**src/rtl/sevenseg_pkg.sv**
```systemverilog
// Shared constants for the seven-segment formatter: extended digit
// code bit positions, the blank/dash codes and the formatter FSM states.
package sevenseg_pkg;

  localparam int BIT_BLANK = 6;
  localparam int BIT_DP    = 5;
  localparam int BIT_DASH  = 4;

  localparam logic [6:0] CODE_BLANK = 7'(1 << BIT_BLANK);
  localparam logic [6:0] CODE_DASH  = 7'(1 << BIT_DASH);

  typedef enum logic [1:0] {
    S_IDLE,
    S_CONV,
    S_FMT
  } state_e;

  function automatic logic [6:0] digit_code(
    input logic [3:0] hex,
    input logic       dp
  );
    logic [6:0] c;
    c         = '0;
    c[3:0]    = hex;
    c[BIT_DP] = dp;
    return c;
  endfunction

endpackage

```
**src/rtl/sevenseg_fmt_dabble.sv**
```systemverilog
// bcd_dabble: 16-step shift-add-3 binary to 5-digit BCD converter.
// Ports: clk, rst, start_i, mag_i[15:0], bcd_o[19:0] (digit i at [4i+3:4i]), busy_o.
module bcd_dabble
  import sevenseg_pkg::*;
(
  input  logic        clk,
  input  logic        rst,
  input  logic        start_i,
  input  logic [15:0] mag_i,
  output logic [19:0] bcd_o,
  output logic        busy_o
);

  logic [19:0] bcd_q;
  logic [15:0] sh_q;
  logic [3:0]  cnt_q;
  logic        busy_q;
  logic [19:0] adj;

  // Correct each BCD nibble before the shift doubles it.
  always_comb begin
    adj = bcd_q;
    for (int i = 0; i < 5; i++) begin
      if (bcd_q[i*4 +: 4] >= 4'd5)
        adj[i*4 +: 4] = bcd_q[i*4 +: 4] + 4'd3;
    end
  end

  always_ff @(posedge clk) begin
    if (rst) begin
      bcd_q  <= '0;
      sh_q   <= '0;
      cnt_q  <= '0;
      busy_q <= 1'b0;
    end else if (start_i) begin
      bcd_q  <= '0;
      sh_q   <= mag_i;
      cnt_q  <= '0;
      busy_q <= 1'b1;
    end else if (busy_q) begin
      {bcd_q, sh_q} <= {adj[18:0], sh_q, 1'b0};
      cnt_q         <= cnt_q + 4'd1;
      if (cnt_q == 4'd15)
        busy_q <= 1'b0;
    end
  end

  assign bcd_o  = bcd_q;
  assign busy_o = busy_q;

endmodule

```
**src/rtl/sevenseg_fmt.sv**
```systemverilog
// sevenseg_fmt: signed 16-bit value to eight extended 7-seg digit codes,
// with leading-zero blanking, sign dash, decimal point and optional scan.
// Ports: clk, rst, in_valid/in_ready, value, dp_en, dp_pos -> digits[55:0],
// done pulse, an_n[7:0], d_scan[6:0]. Scan built only with SEVENSEG_SCAN_EN.
module sevenseg_fmt
  import sevenseg_pkg::*;
#(
  parameter int SCAN_DIV = 100000
) (
  input  logic        clk,
  input  logic        rst,
  input  logic        in_valid,
  output logic        in_ready,
  input  logic [15:0] value,
  input  logic        dp_en,
  input  logic [2:0]  dp_pos,
  output logic [55:0] digits,
  output logic        done,
  output logic [7:0]  an_n,
  output logic [6:0]  d_scan
);

  if (SCAN_DIV < 1) begin : g_div_chk
    $error("SCAN_DIV must be at least 1");
  end

  state_e          state_q;
  logic            rdy_q;
  logic            done_q;
  logic [3:0]      cnt_q;
  logic            sign_q;
  logic            dp_en_q;
  logic [2:0]      dp_pos_q;
  logic [7:0][6:0] digits_q;
  logic [7:0][6:0] fmt_d;

  logic            accept;
  logic [15:0]     mag;
  logic [19:0]     dab_bcd;
  logic            dab_busy;
  logic [7:0][3:0] nib;
  logic [2:0]      msd;
  logic [2:0]      keep;
  logic [2:0]      dash_at;

  assign accept = in_valid && rdy_q;
  // Two's-complement negate: -32768 maps to 16'h8000 = 32768.
  assign mag    = value[15] ? 16'(-value) : value;

  bcd_dabble u_dabble (
    .clk     (clk),
    .rst     (rst),
    .start_i (accept),
    .mag_i   (mag),
    .bcd_o   (dab_bcd),
    .busy_o  (dab_busy)
  );

  assign nib = {12'd0, dab_bcd};

  // Rightmost digits up to 'keep' are shown; anything left of it blanks.
  always_comb begin
    msd = '0;
    for (int i = 0; i < 5; i++) begin
      if (nib[i] != 4'd0)
        msd = 3'(i);
    end
    keep = (dp_en_q && dp_pos_q > msd) ? dp_pos_q : msd;
    dash_at = (keep == 3'd7) ? keep : keep + 3'd1;
    for (int i = 0; i < 8; i++) begin
      if (i > int'(keep))
        fmt_d[i] = CODE_BLANK;
      else
        fmt_d[i] = digit_code(nib[i],
                              dp_en_q && dp_pos_q == 3'(i));
    end
    if (sign_q)
      fmt_d[dash_at] = CODE_DASH;
  end

  always_ff @(posedge clk) begin
    if (rst) begin
      state_q  <= S_IDLE;
      rdy_q    <= 1'b1;
      done_q   <= 1'b0;
      cnt_q    <= '0;
      sign_q   <= 1'b0;
      dp_en_q  <= 1'b0;
      dp_pos_q <= '0;
      digits_q <= {8{CODE_BLANK}};
    end else begin
      done_q <= 1'b0;
      unique case (state_q)
        S_IDLE: begin
          if (accept) begin
            sign_q   <= value[15];
            dp_en_q  <= dp_en;
            dp_pos_q <= dp_pos;
            cnt_q    <= '0;
            rdy_q    <= 1'b0;
            state_q  <= S_CONV;
          end
        end
        S_CONV: begin
          cnt_q <= cnt_q + 4'd1;
          if (cnt_q == 4'd15)
            state_q <= S_FMT;
        end
        S_FMT: begin
          if (!dab_busy) begin
            digits_q <= fmt_d;
            done_q   <= 1'b1;
            rdy_q    <= 1'b1;
            state_q  <= S_IDLE;
          end
        end
        default: begin
          rdy_q   <= 1'b1;
          state_q <= S_IDLE;
        end
      endcase
    end
  end

  assign in_ready = rdy_q;
  assign done     = done_q;
  assign digits   = digits_q;

`ifdef SEVENSEG_SCAN_EN
  localparam int CW = (SCAN_DIV > 1) ? $clog2(SCAN_DIV) : 1;

  logic [CW-1:0] sc_q;
  logic [2:0]    idx_q;

  always_ff @(posedge clk) begin
    if (rst) begin
      sc_q  <= '0;
      idx_q <= '0;
    end else if (sc_q == CW'(SCAN_DIV - 1)) begin
      sc_q  <= '0;
      idx_q <= idx_q + 3'd1;
    end else begin
      sc_q <= sc_q + 1'b1;
    end
  end

  assign an_n   = ~(8'b1 << idx_q);
  assign d_scan = digits_q[idx_q];
`else
  assign an_n   = 8'hFF;
  assign d_scan = CODE_BLANK;
`endif

endmodule

```
**config.mk**
```make
export PLATFORM = sky130hd
export DESIGN_NAME = sevenseg_fmt
export DESIGN_NICKNAME = d
export VERILOG_FILES = /design/src/rtl/sevenseg_pkg.sv /design/src/rtl/sevenseg_fmt_dabble.sv /design/src/rtl/sevenseg_fmt.sv
export SDC_FILE = /design/constraint.sdc
export NUM_CORES = 1
export LEC_CHECK = 0
export BUFFER_PORTS_ARGS = -buffer_cell sky130_fd_sc_hd__buf_2
export CAP_MARGIN = 20
export CORE_ASPECT_RATIO = 1.2
export CORE_MARGIN = 2
export CORE_UTILIZATION = 30
export CTS_BUF_LIST = sky130_fd_sc_hd__clkbuf_8
export DETAILED_ROUTE_END_ITERATION = 8
export PLACE_DENSITY = 0.48
export SLEW_MARGIN = 20
export SYNTH_ARGS = -nofsm -noshare
export SYNTH_HDL_FRONTEND = slang
export SYNTH_SLANG_ARGS = --single-unit
```
**constraint.sdc**
```tcl
create_clock -name clk -period 10.83 [get_ports clk]
set_clock_uncertainty 0.2 [all_clocks]
set_input_delay 2.166 -clock clk [delete_from_list [all_inputs] [get_ports clk]]
set_output_delay 2.166 -clock clk [all_outputs]
set_load 0.03 [all_outputs]
```
==> summary.md <==
| Metric | Value |
|---|---|
| Status | completed |
| Largest family of logic cells by synthesized area | compound AO/OA/AOI/OAI gates |
| Mapped Area | 0.005079 mm^2 |
| Post-Synth Adder-Cell Area | 0.04927 |
| First-pass GRT wire length | 19850 um |
| Period utilization | 0.3985 |
| Share of power burned in the clock network | 0.365 |
| Sequential power share | 0.525 |
| Reg area | a little under 0.002 mm^2 |
| Total Wirelength | 12660 um |
| PwrDens | ~130 mW/mm^2 |
| Leading area contributor after synthesis | dfxtp_1 |
| Ant diodes | 0 |
| Iteration-0 DRC Markers | 289 |
| Clock buffer depth | 2 |
| Ys Warns | 0 |
| Detailed-router iteration count before antenna repair | 4 |
| Fmax | 0.2317 GHz |
| Register area share after synthesis | 0.3863 |
| Slew HR | 0.2943 |
| Simple-gate portion of the synthesized area | 0.1794 |
| GP Congestion | 0.8807 |
| Buffers added on ports | 68 |
| Xor/xnor cell area share of the yosys netlist | 0.04139 |
| Starting Density | 0.3037 |
| Detailed placement HPWL | 9023 um |
| Setup_tns | 0 ns |
| Post-synthesis mux area share | 0.07169 |
| Yosys cell types | 66 |
| WP data required | 10.94 ns |
| Layout fillers | 1754 |
| Die height | 146.5 um |
| Synth Register Bits | 98 |
| P_sw | 0.1971 mW |
| Total track usage | 0.1391 |
| Crit end category | register |
| Antenna Violating Nets Remaining | 0 |
| Top Ports | 96 |
| Cells after Synth | 588 |
| Postcts setup bufs | 0 |
| Core Footprint | 0.01672 mm^2 |
| Post-synth EDFFs | 0 |
| Synth top area cells | dfxtp_1 39%, mux2i_1 5.7%, nor2_1 5.0% |
| Worst-Margin Slew | 1.059 ns |
| Post-cts sizing count | 0 |
| Asr flop ratio synth | 0 |
| Layout area overhead | 12.15% |
| Pin count of the biggest net entering global routing | 56 |
| Kind of critical path | register to register |
| Final setup viols | 0 |
| Die ar. | 0.01799 mm^2 |
| Mean Syn Cell Area | 8.637 um^2 |
| Peak supply drop | 0.05459 mV |
| Switching power share of the total | 0.2702 |
| Pint | about 0.53 mW |
| Critical Path Fanout Max | 9 |
| Vias in the first global route | 3873 |
| Most frequent cells in the layout | 97 x dfxtp_1, 68 x nor2_1, 68 x buf_2 |
| Routed len/inst | 14.76 um |
| Min Tclk post-route | 4.315 ns |
| # nets final | 680 |
| Number of hold buffers added after cts | 0 |
| Startpoint type of the worst setup path | register |
| Share of the synthesized area in the top cell type | 0.3863 |
| Commonest non-fill, non-tap cell in the layout | dfxtp_1 |
| Routed via count | between 4000 and 5000 |
| Initial antenna violation count | 0 |
| CP Data Arrival Time | roughly 4.4 ns |
| Static Leak | 2.242 nW |
| Post-route DRC | 0 |
| Multi-input logic area | 0.002790 mm^2 |
| Share of layout cells above drive strength 1 | 0.1636 |
| Hold crit path type | register to register |
| H-tree levels | 3 |
| Compound-cell area share of the yosys netlist | 0.1877 |
| CTS root buf | clkbuf_8 |
| Final Slew Violations | 0 |
| # clock sinks | slightly below 100 |
| Fin. Hold Viols | 0 |
| Total CTS buffers | 9 |
| TritonCTS clock tree | yes |
| Post-route cell area | 0.005695 mm^2 |
| Prevailing post-synth register cell | dfxtp_1 |
| Cell Rows | 52 |
| Post-DP Area | around 0.0055 mm^2 |
| Worst-path clk slew | 0.10 ns |
| Die W | approximately 120 um |
| Clk_lat worst skew | 0.37 ns |
| Max Cap Violations | 0 |
| GR Overflow Total | 0 |
| Vias/cell | between 4 and 5 |
| RSZ-0062 raised after global routing | no |
| Combinational share of power | 0.109 |
## Yosys cell counts (6+ instances only)
cell type,instances
nor2_1,68
xnor2_1,16
nand3_1,22
a22o_1,15
mux2i_1,29
a22oi_1,8
nand2_1,49
a21oi_1,35
clkbuf_1,27
ha_1,20
nor4_1,6
inv_1,20
o21ai_0,25
buf_4,27
nand2b_1,7
xor2_1,8
a211oi_1,16
dfxtp_1,98
nor3_1,14
## registers in the layout, summed over array words and instances, names as in the netlist
name and cells:
u_dabble.sh_q 16, dp_en_q 1, in_ready 1, done 1, digits 44, dp_pos_q 3
u_dabble.busy_o 1, cnt_q 4, u_dabble.bcd_o 20, sign_q 1, state_q 2, u_dabble.cnt_q 4
## critical path, stage by stage, from the launching register on
cell,delay (ns)
dfxtp_1,0.40
inv_1,0.09
ha_1,0.24
nor3b_2,0.17
and3_1,0.19
nor2_1,0.11
inv_1,0.06
ha_1,0.32
a211oi_4,0.33
nor2_8,0.10
mux2_2,0.32
ha_1,0.31
nand2b_1,0.34
inv_1,0.13
a41oi_1,0.40
o211a_1,0.38
a22o_1,0.17
## worst paths after layout
check                                       start                      end  slack, ns  cells after the start
setup / recovery  u_dabble.bcd_o[12]$_SDFFE_PP0P_  digits[17]$_SDFFE_PP0P_       6.51                     16
hold / removal             digits[6]$_SDFFE_PP1P_   digits[6]$_SDFFE_PP1P_       0.25                      2
setup reg to reg  u_dabble.bcd_o[12]$_SDFFE_PP0P_  digits[17]$_SDFFE_PP0P_       6.51                     16
hold reg to reg            digits[6]$_SDFFE_PP1P_   digits[6]$_SDFFE_PP1P_       0.25                      2
## power by group through the flow
stage / clock network [mW] / logic [mW] / registers (mW)
final: 0.267 / 0.0796 / 0.383
after global routing: 0.286 / 0.0878 / 0.385
after CTS: 0.275 / 0.0799 / 0.383
after detailed placement: 0 / 0.0795 / 0.392
after global placement: 0 / 0.0784 / 0.391
after floorplan: 0 / 0.0756 / 0.383
## routing by layer
| metal | GRT usage | up-vias | wire length (um) |
|---|---|---|---|
| met3 | 0.02305 | 19 | 539 |
| met4 | 0.04598 | 0 | 212 |
| met2 | 0.2276 | 114 | 6035 |
| met5 | 0 | - | 0 |
| li1 | - | 2127 | - |
| met1 | 0.1842 | 1957 | 5873 |
## final cells by class
class                           count  area share
Clock buffer                       10     0.02417
Sequential cell                    98      0.3447
Tap cell                          216     0.04745
Inverter                           22     0.01450
Multi-Input combinational cell    434      0.4899
Clock inverter                      6     0.01428
Timing Repair Buffer               72     0.06503
## cells by family (layout without fill, tap and decap cells)
kind of cell | count (synthesis) | count (layout)
flops | 98 | 98
fa+ha+maj | 20 | 20
other cells | 2 | 27
xor+xnor | 24 | 24
compound gates | 136 | 136
simple gates | 192 | 192
buf+inv | 81 | 110
mux | 35 | 35
## per-stage QoR
stage	setup slack (ns)	total power, mW	hold WS, ns	util	instances
final	6.515	0.7293	0.2530	0.3406	858
after global routing	6.161	0.7590	0.2802	0.3406	858
after floorplan	6.836	0.4586	0.2579	-	613
after global placement	6.392	0.4697	0.2354	0.3275	842
after detailed placement	6.340	0.4711	0.2411	0.3275	842
after CTS	6.473	0.7380	0.2629	0.3406	858
(Power assumes the default switching activity.)
